$ cat src/rtl/fwd_hazard_unit_pkg.sv
// Shared types and helpers for the forwarding / load-use hazard unit.
// Tracking entries use a fixed maximum address width; narrower addresses are zero-extended.
package fwd_hazard_unit_pkg;

  localparam int FWD_SEL_RF = 0;
  localparam int REG_AW_MAX = 8;

  typedef struct packed {
    logic                  valid;
    logic                  regwrite;
    logic                  memread;
    logic [REG_AW_MAX-1:0] rd;
  } trk_entry_t;

  typedef struct packed {
    logic                  use_rs1;
    logic                  use_rs2;
    logic [REG_AW_MAX-1:0] rs1;
    logic [REG_AW_MAX-1:0] rs2;
  } ex_src_t;

  function automatic bit params_ok(int reg_aw, int fwd_stages, int load_stage);
    return reg_aw >= 1 && reg_aw <= REG_AW_MAX &&
           fwd_stages >= 1 && fwd_stages <= 6 &&
           load_stage >= 1 && load_stage <= fwd_stages;
  endfunction

  function automatic logic is_producer(trk_entry_t e);
    return e.valid && e.regwrite && (e.rd != '0);
  endfunction

  function automatic logic loads_into(trk_entry_t e,
                                      logic [REG_AW_MAX-1:0] src,
                                      logic use_src);
    return is_producer(e) && e.memread && use_src &&
           (src != '0) && (e.rd == src);
  endfunction

endpackage

$ cat src/rtl/fwd_hazard_unit_match.sv
// Priority match of one EX source against the producer stages.
// Nearest stage wins; zero selects the register file.
module fwd_match
  import fwd_hazard_unit_pkg::*;
#(
  parameter int FWD_STAGES = 2,
  parameter int SEL_W      = 2
) (
  input  logic                  src_en,
  input  logic [REG_AW_MAX-1:0] src,
  input  trk_entry_t            stage [1:FWD_STAGES],
  output logic [SEL_W-1:0]      sel
);

  always_comb begin
    sel = SEL_W'(FWD_SEL_RF);
    if (src_en && src != '0) begin
      for (int k = FWD_STAGES; k >= 1; k--) begin
        if (is_producer(stage[k]) && stage[k].rd == src)
          sel = SEL_W'(k);
      end
    end
  end

endmodule

$ cat src/rtl/fwd_hazard_unit.sv
// Operand forwarding selects and load-use stall generation.
// Tracks EX plus FWD_STAGES producer stages behind it.
module fwd_hazard_unit
  import fwd_hazard_unit_pkg::*;
#(
  parameter int REG_AW     = 5,
  parameter int FWD_STAGES = 2,
  parameter int LOAD_STAGE = 2,
  parameter int SEL_W      = $clog2(FWD_STAGES + 1)
) (
  input  logic              clk,
  input  logic              reset,
  input  logic              id_valid,
  input  logic [REG_AW-1:0] id_rs1,
  input  logic [REG_AW-1:0] id_rs2,
  input  logic              id_use_rs1,
  input  logic              id_use_rs2,
  input  logic [REG_AW-1:0] id_rd,
  input  logic              id_regwrite,
  input  logic              id_memread,
  input  logic              ex_flush,
  output logic [SEL_W-1:0]  fwd_a,
  output logic [SEL_W-1:0]  fwd_b,
  output logic              stall,
  output logic [31:0]       stall_count
);

  if (!params_ok(REG_AW, FWD_STAGES, LOAD_STAGE)) begin : g_bad_params
    $error("fwd_hazard_unit: parameter out of range");
  end

  logic [REG_AW_MAX-1:0] rs1_x, rs2_x;
  trk_entry_t            ex_d, ex_q;
  ex_src_t               src_d, src_q;
  trk_entry_t            prod_d [1:FWD_STAGES];
  trk_entry_t            prod_q [1:FWD_STAGES];
  logic [31:0]           cnt_d, cnt_q;
  logic                  load_hit;

  assign rs1_x = REG_AW_MAX'(id_rs1);
  assign rs2_x = REG_AW_MAX'(id_rs2);

  // Only loads still short of LOAD_STAGE can block the ID instruction.
  always_comb begin
    load_hit = 1'b0;
    if (LOAD_STAGE >= 2)
      load_hit = loads_into(ex_q, rs1_x, id_use_rs1) ||
                 loads_into(ex_q, rs2_x, id_use_rs2);
    for (int k = 1; k <= LOAD_STAGE - 2; k++)
      load_hit = load_hit ||
                 loads_into(prod_q[k], rs1_x, id_use_rs1) ||
                 loads_into(prod_q[k], rs2_x, id_use_rs2);
    stall = id_valid && !ex_flush && load_hit;
  end

  always_comb begin
    ex_d  = '0;
    src_d = '0;
    if (id_valid && !stall && !ex_flush) begin
      ex_d.valid    = 1'b1;
      ex_d.regwrite = id_regwrite;
      ex_d.memread  = id_memread;
      ex_d.rd       = REG_AW_MAX'(id_rd);
      src_d.use_rs1 = id_use_rs1;
      src_d.use_rs2 = id_use_rs2;
      src_d.rs1     = rs1_x;
      src_d.rs2     = rs2_x;
    end
    prod_d[1] = ex_q;
    for (int k = 2; k <= FWD_STAGES; k++)
      prod_d[k] = prod_q[k-1];
    cnt_d = cnt_q;
    if (stall && cnt_q != '1)
      cnt_d = cnt_q + 32'd1;
  end

  always_ff @(posedge clk) begin
    if (reset) begin
      ex_q  <= '0;
      src_q <= '0;
      for (int k = 1; k <= FWD_STAGES; k++)
        prod_q[k] <= '0;
      cnt_q <= '0;
    end else begin
      ex_q  <= ex_d;
      src_q <= src_d;
      for (int k = 1; k <= FWD_STAGES; k++)
        prod_q[k] <= prod_d[k];
      cnt_q <= cnt_d;
    end
  end

  fwd_match #(
    .FWD_STAGES(FWD_STAGES),
    .SEL_W     (SEL_W)
  ) u_match_a (
    .src_en(ex_q.valid && src_q.use_rs1),
    .src   (src_q.rs1),
    .stage (prod_q),
    .sel   (fwd_a)
  );

  fwd_match #(
    .FWD_STAGES(FWD_STAGES),
    .SEL_W     (SEL_W)
  ) u_match_b (
    .src_en(ex_q.valid && src_q.use_rs2),
    .src   (src_q.rs2),
    .stage (prod_q),
    .sel   (fwd_b)
  );

  assign stall_count = cnt_q;

endmodule

$ cat config.mk
export PLATFORM = sky130hd
export DESIGN_NAME = fwd_hazard_unit
export DESIGN_NICKNAME = d
export VERILOG_FILES = /design/src/rtl/fwd_hazard_unit_pkg.sv /design/src/rtl/fwd_hazard_unit_match.sv /design/src/rtl/fwd_hazard_unit.sv
export SDC_FILE = /design/constraint.sdc
export NUM_CORES = 1
export LEC_CHECK = 0
export ABC_AREA = 1
export BUFFER_PORTS_ARGS = -buffer_cell sky130_fd_sc_hd__buf_2
export CORE_ASPECT_RATIO = 1.1
export CORE_MARGIN = 3
export CORE_UTILIZATION = 50
export CTS_CLUSTER_DIAMETER = 120
export DETAILED_ROUTE_END_ITERATION = 8
export PLACE_DENSITY_LB_ADDON = 0.05
export RECOVER_POWER = 100
export SLEW_MARGIN = 20
export SYNTH_ARGS = -nofsm -noshare
export SYNTH_HDL_FRONTEND = slang
export SYNTH_SLANG_ARGS = --single-unit
export TNS_END_PERCENT = 1
$ cat constraint.sdc
create_clock -name clk -period 2.21 [get_ports clk]
set_clock_uncertainty 0.05 [all_clocks]
set_input_delay 0.221 -clock clk [delete_from_list [all_inputs] [get_ports clk]]
set_output_delay 0.221 -clock clk [all_outputs]
set_load 0.005 [all_outputs]
==> flow_metrics.tcl <==
set metrics [dict create \
    ys.flop_type "dfxtp_1" \
    required_ns 2.40 \
    final_hold_viol_count 0 \
    synth_xor_area_share_pct 8.302 \
    drtAntennaViolNets 0 \
    comb_power_share_pct 5.5 \
    yosysUniqueCellTypes 25 \
    ys_ff_latch 66 \
    initial_core_util_pct 52.10 \
    path_class "reg -> reg" \
    ys_seq_area_share_pct 35.78 \
    clock_sinks 66 \
    hold_class "in -> reg" \
    antenna_found_initial 0 \
    core_um2 7087 \
    ir_drop_v 0.0003846 \
    p_sw_share_pct 26.51 \
    grt_pass1_vias 3588 \
    critPathMaxStageDelay_ns 0.38 \
    period_share_pct 92.67 \
    place_congestion 0.9476 \
    yosysWarnings 0 \
    dpl.cell_count 709 \
    fin_cells 726 \
    die_area_um2 8453 \
    area_delta_synth_final_pct 16.64 \
    wire_per_inst_um 13.47 \
    hpwlAfterDp_mm 7.537 \
    vias_per_cell 5.190 \
    cp-end-kind "flip-flop" \
    fin_util_pct 60.77 \
    status "completed" \
    htreeDepth 3 \
    path_clk_slew_ns 0.08 \
    post-route-min-period_ns 2.048 \
    synth_mux_area_share_pct 0 \
    cpMaxStageDelayCell "dfxtp_1" \
    vias 3768 \
    n_antenna_cell 0 \
    drv_slew 0 \
    p_per_area_nw_per_um2 525.7 \
    cts-buffers-inserted 9 \
    p_leak_nw 1.917 \
    gr-total-overflow 0 \
    synth_compound_area_share_pct 4.575 \
    synthArstFlopShare_pct 0 \
    slew_headroom_pct 54.14 \
    drive_above_1_share_pct 16.22 \
    num_io_pins 60 \
    track_usage_pct 24.28 \
    avgSynthCellArea_um2 6.466 \
    clkPwrFrac_pct 40.9 \
    crit_top_cell "nor2_1" \
    critPathMaxFanout 6 \
    synth_edf_count 0 \
    path_cells "ha_1 > buf_4 > nand3_1 > nor2_1 > nand3b_1 > nor2_1 > nand3b_1 > inv_1 > nor2_1 > nor2_1 > nor2_1" \
    rows 32 \
    clk_path_buf_depth 2 \
    setup_violations 0 \
    drt_iter0_drc 164 \
    nNetsFinal 660 \
    die_x_um 87.94 \
    worstMarginPinSlew_ns 0.6871 \
    grt_pass1_wl_mm 16.11 \
    max-cap-violations 0 \
    arrival_ns 2.23 \
    syn_inst 571 \
    wirelength_mm 9.782 \
    startpoint_type "flip-flop" \
    p_int_mw 1.664 \
    timing.fmax_ghz 0.4883 \
    grt_max_degree 40 \
    fp.dieH_um 96.13 \
    switchingPower_mw 0.6003 \
    first_pass_iters 4 \
    syn-num-nets 595 \
    synth_top_family_by_area "simple AND/OR/NAND/NOR gates" \
    syn_area_um2 3692 \
    synth_simple_gate_area_share_pct 43.17 \
    drcViolationCount 0 \
    synthAdderAreaFrac_pct 0.3389 \
    cts_tree "yes" \
    io_buffers 59 \
    clk_latency_ns 0.35 \
    power_frac_seq_pct 53.7 \
    cts_root_buffer "clkbuf_8" \
]
## final cells by class
type	count	area (um2)
Clock buffer	9	123.9
Fill cell	715	2780
Clock inverter	7	51.30
Inverter	52	195.2
Timing Repair Buffer	74	419.2
Sequential cell	66	1321
Multi-Input combinational cell	433	2090
Tap cell	85	106.4
## worst max-delay path: cells and delay by family, from the launching register on
family	cells	cell delay, ns
adder cells (fa/ha/maj)	1	0.21
buffers and inverters	2	0.25
flip-flops	1	0.38
AND/OR/NAND/NOR	8	1.06
## cells by family after synthesis
family | Yosys count
adder cells (fa/ha/maj) | 1
AO/OA/AOI/OAI | 33
flip-flops | 66
AND/OR/NAND/NOR | 364
buffers and inverters | 72
XOR/XNOR | 35
## Yosys cell counts, types with 3 or more instances
master | n | area (um2)
xnor2_1 | 16 | 140.1
buf_2 | 6 | 30.03
nand2_1 | 172 | 645.6
xor2_1 | 19 | 166.4
dfxtp_1 | 66 | 1321
a21oi_1 | 30 | 150.1
inv_1 | 50 | 187.7
nor3_1 | 5 | 25.02
nor2_2 | 4 | 25.02
nand4_1 | 35 | 219.0
nand2_2 | 5 | 31.28
clkbuf_1 | 11 | 41.29
nor4_1 | 3 | 18.77
nor2_1 | 106 | 397.9
nand3b_1 | 17 | 127.6
buf_4 | 3 | 22.52
nand3_1 | 12 | 60.06
## per-stage QoR
stage	TNS, ns	total power, mW	hold WS, ns	instance area (um2)	setup slack [ns]
floorplan	0	1.319	0.2832	3692	0.4787
global placement	0	1.365	0.3614	4120	0.2732
detailed placement	0	1.367	0.3683	4120	0.2159
CTS	0	2.283	0.01741	4295	0.06214
global route	-0.02093	2.351	0.03849	4307	-0.02093
finish	0	2.264	0.02772	4307	0.1620
## metal layers
metal	vias to the layer above	global-route usage (%)	part of all wire, %	wire (um)
met5	-	0	0	0
met4	0	11.38	2.7	261
met3	22	2.997	4.3	421
met2	100	45.60	52	5061
met1	1710	26.76	41	4039
li1	1936	-	-	-
## cell usage in the layout (no fill, tap or decap), types with 3 or more instances in the layout
cell type  instances
inv_1             50
xnor2_1           16
nor2_1           105
nand2_1          172
nor2_2             5
xor2_1            19
nor3_1             5
buf_4             14
dfxtp_1           66
nand4_1           35
nand3_1           12
nand3b_1          17
nor4_1             3
clkbuf_8           9
a21oi_1           30
nand2_2            4
inv_6              3
buf_2             58
## sequential cells by signal, summed over array words and instances (netlist names)
register and count:
prod_q 7, src_q 12, ex_q 8, prod_d 7
stall_count 32
## worst paths after layout
check                                                  from                           to  slack, ns  cells past startpoint
worst max-delay path            stall_count[1]$_SDFFE_PP0P_  stall_count[1]$_SDFFE_PP0P_       0.16                     11
worst min-delay path                             id_memread           ex_q[8]$_SDFF_PP0_       0.03                      3
worst max register to register  stall_count[1]$_SDFFE_PP0P_  stall_count[1]$_SDFFE_PP0P_       0.16                     11
worst min register to register           ex_q[9]$_SDFF_PP0_         prod_d[9]$_SDFF_PP0_       0.38                      2
## timing repair
item,4_1_cts,5_1_grt
gates resized for setup,0,1
hold buffers,0,0
endpoints found under the setup margin,0,1
buffers inserted,0,1
## power by group through the flow
stage | Clock [mW] | Sequential (mW) | Combinational, mW
after floorplan | 0 | 1.24 | 0.0789
after global placement | 0 | 1.24 | 0.121
after detailed placement | 0 | 1.24 | 0.123
after CTS | 0.943 | 1.22 | 0.124
after global routing | 0.992 | 1.22 | 0.141
final | 0.925 | 1.22 | 0.124
Power figures use the tool's default switching activity.
